### config.mk
export PLATFORM = sky130hd
export DESIGN_NAME = io_port_bank
export DESIGN_NICKNAME = d
export VERILOG_FILES = /design/src/rtl/io_port_bank_pkg.sv /design/src/rtl/io_uart_tx.sv /design/src/rtl/io_port_bank.sv
export SDC_FILE = /design/constraint.sdc
export NUM_CORES = 1
export LEC_CHECK = 0
export CAP_MARGIN = 20
export CORE_MARGIN = 2
export CORE_UTILIZATION = 45
export DETAILED_ROUTE_END_ITERATION = 10
export DONT_BUFFER_PORTS = 1
export HOLD_SLACK_MARGIN = 0.15
export PLACE_DENSITY_LB_ADDON = 0.2
export SLEW_MARGIN = 40
export SYNTH_ARGS = -nofsm -noshare
export SYNTH_HDL_FRONTEND = slang
export SYNTH_SLANG_ARGS = --single-unit
### constraint.sdc
create_clock -name clk -period 4.9 [get_ports clk]
set_input_delay 1.47 -clock clk [delete_from_list [all_inputs] [get_ports clk]]
set_output_delay 1.47 -clock clk [all_outputs]
set_load 0.1 [all_outputs]
### src/rtl/io_port_bank_pkg.sv
// io_port_bank shared constants: register offsets, STATUS bits, FSM encodings.
// Also holds the divisor-to-bit-length helper used by both TX and RX.
package io_port_bank_pkg;

  localparam logic [7:0] A_LED    = 8'h00;
  localparam logic [7:0] A_TXDATA = 8'h04;
  localparam logic [7:0] A_STATUS = 8'h08;
  localparam logic [7:0] A_RXDATA = 8'h0C;
  localparam logic [7:0] A_CYC_LO = 8'h10;
  localparam logic [7:0] A_CYC_HI = 8'h14;
  localparam logic [7:0] A_BAUD   = 8'h18;

  localparam int ST_TX_FULL  = 0;
  localparam int ST_TX_EMPTY = 1;
  localparam int ST_RX_VALID = 2;
  localparam int ST_RX_OVR   = 3;
  localparam int ST_RX_FERR  = 4;

  localparam logic [1:0] TX_IDLE  = 2'd0;
  localparam logic [1:0] TX_START = 2'd1;
  localparam logic [1:0] TX_DATA  = 2'd2;
  localparam logic [1:0] TX_STOP  = 2'd3;

  localparam logic [1:0] RX_IDLE  = 2'd0;
  localparam logic [1:0] RX_START = 2'd1;
  localparam logic [1:0] RX_DATA  = 2'd2;
  localparam logic [1:0] RX_STOP  = 2'd3;

  // A divisor of zero still yields one clock per bit.
  function automatic logic [15:0] bit_clks(input logic [15:0] div);
    return (div == 16'd0) ? 16'd1 : div;
  endfunction

endpackage

### src/rtl/io_uart_tx.sv
// UART transmitter: byte FIFO feeding an 8N1 shifter.
// The divisor is sampled at every bit boundary.
module io_uart_tx
  import io_port_bank_pkg::*;
#(
  parameter int FIFO_DEPTH = 16
) (
  input  logic        clk,
  input  logic        resetb,
  input  logic        i_push,
  input  logic [7:0]  i_data,
  input  logic [15:0] i_div,
  output logic        o_full,
  output logic        o_empty,
  output logic        o_tx
);

  localparam int AW = (FIFO_DEPTH > 1) ? $clog2(FIFO_DEPTH) : 1;

  logic [7:0]    r_mem [FIFO_DEPTH];
  logic [AW-1:0] r_wptr;
  logic [AW-1:0] r_rptr;
  logic [AW:0]   r_count;
  logic [1:0]    r_state;
  logic [15:0]   r_cnt;
  logic [2:0]    r_bit;
  logic [7:0]    r_shift;
  logic          r_tx;

  logic w_fifo_empty;
  logic w_full;
  logic w_bit_end;
  logic w_pop;
  logic w_push;

  assign w_fifo_empty = (r_count == '0);
  assign w_full       = (r_count == (AW+1)'(FIFO_DEPTH));
  assign w_bit_end    = (r_cnt == 16'd0);
  assign w_pop  = !w_fifo_empty &&
                  ((r_state == TX_IDLE) ||
                   (r_state == TX_STOP && w_bit_end));
  // A pop in the same cycle frees the slot, so a full FIFO still accepts.
  assign w_push = i_push && (!w_full || w_pop);

  always_ff @(posedge clk) begin
    if (w_push) r_mem[r_wptr] <= i_data;
  end

  always_ff @(posedge clk) begin
    if (!resetb) begin
      r_wptr  <= '0;
      r_rptr  <= '0;
      r_count <= '0;
    end else begin
      if (w_push) r_wptr <= r_wptr + 1'b1;
      if (w_pop)  r_rptr <= r_rptr + 1'b1;
      if (w_push && !w_pop)      r_count <= r_count + 1'b1;
      else if (!w_push && w_pop) r_count <= r_count - 1'b1;
    end
  end

  always_ff @(posedge clk) begin
    if (!resetb) begin
      r_state <= TX_IDLE;
      r_cnt   <= '0;
      r_bit   <= '0;
      r_shift <= '0;
      r_tx    <= 1'b1;
    end else begin
      if (!w_bit_end) r_cnt <= r_cnt - 16'd1;
      case (r_state)
        TX_START: if (w_bit_end) begin
          r_state <= TX_DATA;
          r_tx    <= r_shift[0];
          r_bit   <= '0;
          r_cnt   <= bit_clks(i_div) - 16'd1;
        end
        TX_DATA: if (w_bit_end) begin
          r_cnt <= bit_clks(i_div) - 16'd1;
          if (r_bit == 3'd7) begin
            r_state <= TX_STOP;
            r_tx    <= 1'b1;
          end else begin
            r_bit   <= r_bit + 3'd1;
            r_shift <= r_shift >> 1;
            r_tx    <= r_shift[1];
          end
        end
        default: if (w_pop) begin
          r_state <= TX_START;
          r_shift <= r_mem[r_rptr];
          r_tx    <= 1'b0;
          r_cnt   <= bit_clks(i_div) - 16'd1;
        end else if (r_state == TX_STOP && w_bit_end) begin
          r_state <= TX_IDLE;
        end
      endcase
    end
  end

  assign o_full  = w_full;
  assign o_empty = w_fifo_empty && (r_state == TX_IDLE);
  assign o_tx    = r_tx;

endmodule

### src/rtl/io_port_bank.sv
// Memory-mapped LED / UART / cycle-counter IO bank.
// Optional UART receive path is built only with IO_UART_RX_EN defined.
module io_port_bank
  import io_port_bank_pkg::*;
#(
  parameter int FIFO_DEPTH  = 16,
  parameter int DEFAULT_DIV = 217
) (
  input  logic        clk,
  input  logic        resetb,
  input  logic [7:0]  io_addr,
  input  logic        io_en,
  input  logic        io_we,
  input  logic [31:0] io_data_write,
  output logic [31:0] io_data_read,
  output logic [7:0]  leds,
  output logic        uart_tx,
  input  logic        uart_rx
);

  logic [7:0]  r_leds;
  logic [15:0] r_div;
  logic [63:0] r_cycle;

  logic w_wr;
  logic w_rd;
  logic w_tx_full;
  logic w_tx_empty;
  logic w_rx_valid;
  logic w_rx_ovr;
  logic w_rx_ferr;
  logic [7:0]  w_rx_data;
  logic [31:0] w_status;
  logic w_unused;

  assign w_wr = io_en && io_we;
  assign w_rd = io_en && !io_we;

  always_ff @(posedge clk) begin
    if (!resetb) begin
      r_leds  <= '0;
      r_div   <= 16'(DEFAULT_DIV);
      r_cycle <= '0;
    end else begin
      r_cycle <= r_cycle + 64'd1;
      if (w_wr && io_addr == A_LED)  r_leds <= io_data_write[7:0];
      if (w_wr && io_addr == A_BAUD) r_div  <= io_data_write[15:0];
    end
  end

  io_uart_tx #(.FIFO_DEPTH(FIFO_DEPTH)) u_tx (
    .clk     (clk),
    .resetb  (resetb),
    .i_push  (w_wr && io_addr == A_TXDATA),
    .i_data  (io_data_write[7:0]),
    .i_div   (r_div),
    .o_full  (w_tx_full),
    .o_empty (w_tx_empty),
    .o_tx    (uart_tx)
  );

`ifdef IO_UART_RX_EN
  logic        r_rx_s1;
  logic        r_rx_s2;
  logic        r_rx_s3;
  logic [1:0]  r_rx_state;
  logic [15:0] r_rx_cnt;
  logic [2:0]  r_rx_bit;
  logic [7:0]  r_rx_sh;
  logic [7:0]  r_rx_data;
  logic        r_rx_valid;
  logic        r_rx_ovr;
  logic        r_rx_ferr;
  logic        w_rx_pop;
  logic        w_rx_w1c;

  assign w_rx_pop = w_rd && io_addr == A_RXDATA;
  assign w_rx_w1c = w_wr && io_addr == A_STATUS &&
                    io_data_write[ST_RX_OVR];

  always_ff @(posedge clk) begin
    if (!resetb) begin
      r_rx_s1    <= 1'b1;
      r_rx_s2    <= 1'b1;
      r_rx_s3    <= 1'b1;
      r_rx_state <= RX_IDLE;
      r_rx_cnt   <= '0;
      r_rx_bit   <= '0;
      r_rx_sh    <= '0;
      r_rx_data  <= '0;
      r_rx_valid <= 1'b0;
      r_rx_ovr   <= 1'b0;
      r_rx_ferr  <= 1'b0;
    end else begin
      r_rx_s1 <= uart_rx;
      r_rx_s2 <= r_rx_s1;
      r_rx_s3 <= r_rx_s2;
      if (r_rx_cnt != 16'd0) r_rx_cnt <= r_rx_cnt - 16'd1;
      if (w_rx_pop) r_rx_valid <= 1'b0;
      if (w_rx_w1c) r_rx_ovr   <= 1'b0;
      case (r_rx_state)
        RX_START: if (r_rx_cnt == 16'd0) begin
          r_rx_state <= r_rx_s2 ? RX_IDLE : RX_DATA;
          r_rx_bit   <= '0;
          r_rx_cnt   <= bit_clks(r_div) - 16'd1;
        end
        RX_DATA: if (r_rx_cnt == 16'd0) begin
          r_rx_sh  <= {r_rx_s2, r_rx_sh[7:1]};
          r_rx_cnt <= bit_clks(r_div) - 16'd1;
          r_rx_bit <= r_rx_bit + 3'd1;
          if (r_rx_bit == 3'd7) r_rx_state <= RX_STOP;
        end
        RX_STOP: if (r_rx_cnt == 16'd0) begin
          r_rx_state <= RX_IDLE;
          if (!r_rx_s2) begin
            r_rx_ferr <= 1'b1;
          end else if (r_rx_valid && !w_rx_pop) begin
            r_rx_ovr <= 1'b1;
          end else begin
            r_rx_data  <= r_rx_sh;
            r_rx_valid <= 1'b1;
          end
        end
        default: if (r_rx_s3 && !r_rx_s2) begin
          r_rx_state <= RX_START;
          r_rx_cnt   <= bit_clks(r_div) >> 1;
        end
      endcase
    end
  end

  assign w_rx_valid = r_rx_valid;
  assign w_rx_ovr   = r_rx_ovr;
  assign w_rx_ferr  = r_rx_ferr;
  assign w_rx_data  = r_rx_data;
  assign w_unused   = ^io_data_write[31:16];
`else
  assign w_rx_valid = 1'b0;
  assign w_rx_ovr   = 1'b0;
  assign w_rx_ferr  = 1'b0;
  assign w_rx_data  = '0;
  assign w_unused   = ^{io_data_write[31:16], uart_rx};
`endif

  always_comb begin
    w_status              = '0;
    w_status[ST_TX_FULL]  = w_tx_full;
    w_status[ST_TX_EMPTY] = w_tx_empty;
    w_status[ST_RX_VALID] = w_rx_valid;
    w_status[ST_RX_OVR]   = w_rx_ovr;
    w_status[ST_RX_FERR]  = w_rx_ferr;
  end

  always_comb begin
    io_data_read = '0;
    if (io_en) begin
      case (io_addr)
        A_LED:    io_data_read = {24'd0, r_leds};
        A_STATUS: io_data_read = w_status;
        A_RXDATA: io_data_read = {24'd0, w_rx_data};
        A_CYC_LO: io_data_read = r_cycle[31:0];
        A_CYC_HI: io_data_read = r_cycle[63:32];
        A_BAUD:   io_data_read = {16'd0, r_div};
        default:  io_data_read = '0;
      endcase
    end
  end

  assign leds = r_leds;

endmodule
# After elaboration in Yosys (flattened, before gate mapping)
# Memories as Yosys holds them, arrays and structs flattened. A register that Yosys moved wholly into a read port is not among the register bits.
# Cells that the tools add are included.
# op_classes
bitwise_logic,1
n_eq_ne,14
reduce_logical,31
mux,32
add_sub_neg,8
# op_table
op,n
32-bit one-hot mux with 5 select lines,1
16-bit two-way mux,5
64-bit by 1-bit adder with 64-bit output (second input constant),1
16-bit zero test,2
32-bit two-way mux,1
16-bit by 1-bit subtractor with 16-bit output (second input constant),2
8-bit by 5-bit == test with 1-bit output (second input constant),3
8-bit two-way mux,3
8-bit one-hot mux with 2 select lines,1
4-bit AND reduction,3
1-bit logical AND,10
2-bit two-way mux,5
5-bit two-way mux,2
3-bit two-way mux,3
4-bit by 1-bit adder with 4-bit output (second input constant),2
8-bit by 3-bit == test with 1-bit output (second input constant),1
8-bit by 4-bit == test with 1-bit output (second input constant),1
8-bit zero test,1
4-bit two-way mux,2
1-bit two-way mux,6
2-bit by 1-bit inequality test with 1-bit output (second input constant),3
3-bit one-hot mux with 2 select lines,1
2-bit nonzero test,3
5-bit by 1-bit adder with 5-bit output (second input constant),1
other kinds (18),23
# totals
out_inout_bits,41
ram_bits,128
ff_bits,131
inputBits,45
mem_count,1
elab_cells,98
# memory_table
name,depth,word_bits,rd,rd_clocked_by_memory_dff,write_ports,line,text
u_tx.r_mem,16,8,1,1,1,io_uart_tx.sv:20,logic [7:0] r_mem [FIFO_DEPTH];

# Depth between registers and ports, before layout
# logic_depth
ltp_word,10
mapped_depth,15
ltp_nobuf,14

# Cells and area by module
# From an unflattened synthesis, not the netlist that was laid out.
# hier_totals
cells_unflattened,1122
area_unflattened_um2,12638.4
# modules_own_cells
module,seq_area_each_um2,area_per_inst_um2,cells_per_inst,instances
io_uart_tx,4784.6,8010.2,571,1
io_port_bank,1761.7,4628.2,551,1

# Worst setup path before layout
# No wires, ideal clock.
# synth_path
path_kind,input port to output port
start,input io_addr[0]
end,output io_data_read[1]
path_slack_ns,-1.819
arrival_ns,5.249
cell_stages,6
path_buffers,1
cell_sequence,or4_4 > or3b_4 > nor2_1 > clkbuf_1 > a22oi_1 > a21boi_0
# synth_via
elab_chain_len,3
word_cells_on_any_way,7
classes_between,eq/ne (4); mux (2); reduce/logical (1)
# synth_rtl
item,line,text
"start, declared",io_port_bank.sv:11,"input logic [7:0] io_addr,"
"8-bit by 5-bit == test with 1-bit output, or another cell as far along",io_port_bank.sv:157,case (io_addr)
32-bit one-hot mux with 5 select lines *,io_port_bank.sv:157,
32-bit two-way mux *,io_port_bank.sv:156,if (io_en) begin
"end, declared",io_port_bank.sv:15,"output logic [31:0] io_data_read,"
# Every way passes the cells marked *; elsewhere a longest branch is shown, timed or not.

# Final worst setup path
# layout_path
start,input io_addr[0]
end,output io_data_read[14]
# Same word-level chain as after synthesis.

==> results.py <==
metrics = {
    "detailed_routing": {
        "drtIter0Drc": 727,
        "avgViaCountPerCell": 6.010,
        "antenna_left": 0,
        "vias": 9214,
        "drc": 0,
        "post_drt_wl_per_cell_microns": 20.05,
        "drt_pre_antenna_iters": 5,
        "wirelength_mm": 30.74,
    },
    "timing": {
        "worstMarginPinSlew_ps": 832.0,
        "whs_ps": 470.2,
        "timing.final.crit_share_pct": 98.72,
        "skew_ps": 14.72,
        "setup_viol": 0,
        "drv_slew": 0,
        "hold_violations": 0,
        "fin_setup_tns_ps": 0,
        "setup_slack_ps": 62.56,
        "relSlewSlack_pct": 44.38,
        "rsz0062_at_grt": "no",
        "period_needed_ps": 4837,
        "fmaxAchievable_mhz": 206.7,
    },
    "setup_path": {
        "setup.worst_path.start_class": "input port",
        "endpoint_kind": "output port",
        "critPathRequiredTime_ps": 3430,
        "worstPathMaxFanout": 24,
        "worstPathArrival_ps": 3370,
        "crit_type": "in2out",
    },
    "placement": {
        "dp_hpwl_mm": 20.55,
        "portBuffers": 0,
        "gp_congestion": 0.8237,
        "place_ws_ps": 47.21,
    },
    "global_route": {
        "grt_max_degree": 52,
        "first_global_vias": 8777,
        "antenna_found_initial": 0,
        "grt_pass1_wl_mm": 49.05,
        "overflow": 0,
        "grtUsageTotal_pct": 21.51,
    },
    "power_and_ir_drop": {
        "p_leak_nw": 4.621,
        "power.share.combinational_pct": 22.9,
        "ir_drop_mv": 0.3241,
        "pwr-share-clk_pct": 34.0,
        "p_int_mw": 4.297,
        "seq_power_share_pct": 43.1,
        "switching_share_pct": 30.51,
        "p_sw_mw": 1.887,
        "power_density_mw_per_mm2": 418.1,
    },
    "cells_and_area": {
        "drive_above_1_share_pct": 17.87,
        "syn2layout_area_growth_pct": 19.29,
        "finalNetCount": 1235,
        "n_antenna_cell": 0,
        "final_util_pct": 54.74,
    },
    "die": {
        "initial_utilization_pct": 45.88,
        "die_area_sq_mm": 0.02890,
        "die_w_microns": 170,
        "placementRows": 60,
        "die_h_microns": 170,
        "io_pins": 86,
        "core_area_sq_mm": 0.02703,
    },
    "clocking": {
        "root_buffer": "clkbuf_16",
        "hold_buffers": 0,
        "clkTransAtPathRegs_ps": 60,
        "clock_latency_ps": 550,
        "clock_path_buffers": 3,
        "cts-htree-levels": 1,
        "cts-buffers-inserted": 28,
        "numClockSinks": 263,
        "cts_tree": "yes",
    },
    "yosys": {
        "ys_types": 68,
        "async_reset_ff_share_pct": 0,
        "syn-num-nets": 1214,
        "synth_seq_cells": 263,
        "avgSynthCellArea_sq_um": 10.79,
        "syn_area_sq_mm": 0.01240,
        "yosysWarnings": 0,
        "synth_flop_cell": "dfxtp_1",
        "synth_edf_count": 128,
        "synth_seq_area_share_pct": 52.79,
        "syn_inst": 1149,
    },
    "outcome": {
        "status": "complete, no violations",
    },
    "run": {
        "cap_violations": 0,
    },
    "hold_path": {
        "worstHoldPathType": "reg2reg",
    },
}
synth_stat cells (16+ instances only):
library cell    n  area, sq um
dfxtp_1       135         2703
edfxtp_1      128         3844
nand2_1       101        379.1
nor2_1         90        337.8
a21oi_1        81        405.4
clkbuf_1       51        191.4
a22oi_1        41        307.8
nand3_1        41        205.2
mux2i_1        34        340.3
nor3_1         32        160.2
o21ai_0        32        160.2
mux4_2         30        675.7
xnor2_1        27        236.5
nor4_1         24        150.1
or3_1          22        137.6
xor2_1         22        192.7
a211oi_1       20        150.1
and3_1         20        125.1
inv_1          20        75.07
nand4_1        20        125.1
ha_1           19        237.7
or4_1          19        142.6
o31ai_1        17        127.6
nand2b_1       16        100.1
layout make-up:
cell class | count | area [sq um]
Clock buffer | 35 | 737.0
Inverter | 21 | 80.08
Sequential cell | 263 | 6559
Timing Repair Buffer | 57 | 907.1
Tap cell | 341 | 426.7
Clock inverter | 17 | 182.7
Multi-Input combinational cell | 799 | 5901
Fill cell | 2287 | 12230
cells by family (layout without fill, tap and decap cells):
logic type | after synthesis | count (layout) | synth area share [%]
AOI/OAI and AO/OA | 230 | 230 | 11.88
muxes | 71 | 71 | 8.829
adders and majority gates | 20 | 20 | 2.079
DFF | 263 | 263 | 52.79
buffers and inverters | 87 | 130 | 3.037
and+or+nand+nor | 429 | 429 | 17.93
xor gates and xnor gates | 49 | 49 | 3.461
path summary, 6_finish.rpt:
check | endpoint | cells after the start | from | slack [ps]
hold / removal | r_cycle[0] | 1 | r_cycle[0] | 470
setup reg to reg | u_tx.r_count[4] | 13 | u_tx.r_count[0] | 1110
hold reg to reg | r_cycle[0] | 1 | r_cycle[0] | 470
setup / recovery | io_data_read[14] | 8 | io_addr[0] | 60
what timing repair did:
action                     4_1_cts  5_1_grt
hold endpoints to repair         0        0
setup endpoints to repair        0       10
gates resized for setup          0        1
buffers inserted                 0        1
layer usage:
metal,GRT usage (%),share of wire [%],up-vias
met5,0,0,-
met4,4.868,1.7,0
met3,3.744,6.3,43
met2,32.42,44,255
met1,32.41,48,4537
li1,-,-,4379
worst max-delay path, stage by stage:
cell and delay (ps):
or4_4 540, or3b_4 420, nor2_4 120, buf_12 170, o21ai_4 80, buf_12 190
a21oi_4 170, buf_12 190
cells in the final DEF, fill, tap and decap left out, drive strengths merged, types with 3 or more instances in the layout:
master / count
and2: 8
xnor2: 27
a211oi: 20
a21o: 5
or2: 5
a31oi: 4
dfxtp: 135
and3: 20
bufinv: 3
o31ai: 17
nor4: 25
nand3: 41
nor3: 34
inv: 20
a22oi: 41
or3: 24
o21a: 4
buf: 57
o21ai: 33
ha: 19
clkbuf: 35
a21oi: 82
nand2: 101
nor4b: 5
mux2i: 34
nor2: 90
edfxtp: 128
mux2: 7
nor2b: 7
nand4: 20
mux4: 30
and4: 5
or4: 21
nand2b: 16
o22ai: 5
xor2: 22
clkinv: 14
o41ai: 3
or3b: 4
flip-flops by register name, indices dropped and copies added, names as in the netlist, 3 cells and up, named ones only:
signal        flops
leds              8
r_cycle          64
r_div            16
u_tx.r_bit        3
u_tx.r_cnt       16
u_tx.r_count      5
u_tx.r_mem      128
u_tx.r_rptr       4
u_tx.r_shift      8
u_tx.r_wptr       4
per-stage QoR:
stage	instances	instance area [sq um]	power, mW
4_1_cts	1532	14760	6.210
6_report	1533	14790	6.184
3_5_place_dp	1480	13840	4.106
5_1_grt	1533	14790	6.490
3_3_place_gp	1480	13830	4.085
2_1_floorplan	1149	12890	3.769
power by group through the flow:
stage                     Clock (mW)  Combinational (mW)  Sequential, mW
after floorplan                    0                1.19            2.57
after global placement             0                1.38            2.71
after detailed placement           0                1.39            2.71
after CTS                       2.14                1.40            2.67
after global routing            2.23                1.56            2.70
final                           2.10                1.42            2.66
Power figures use the tool's default switching activity.
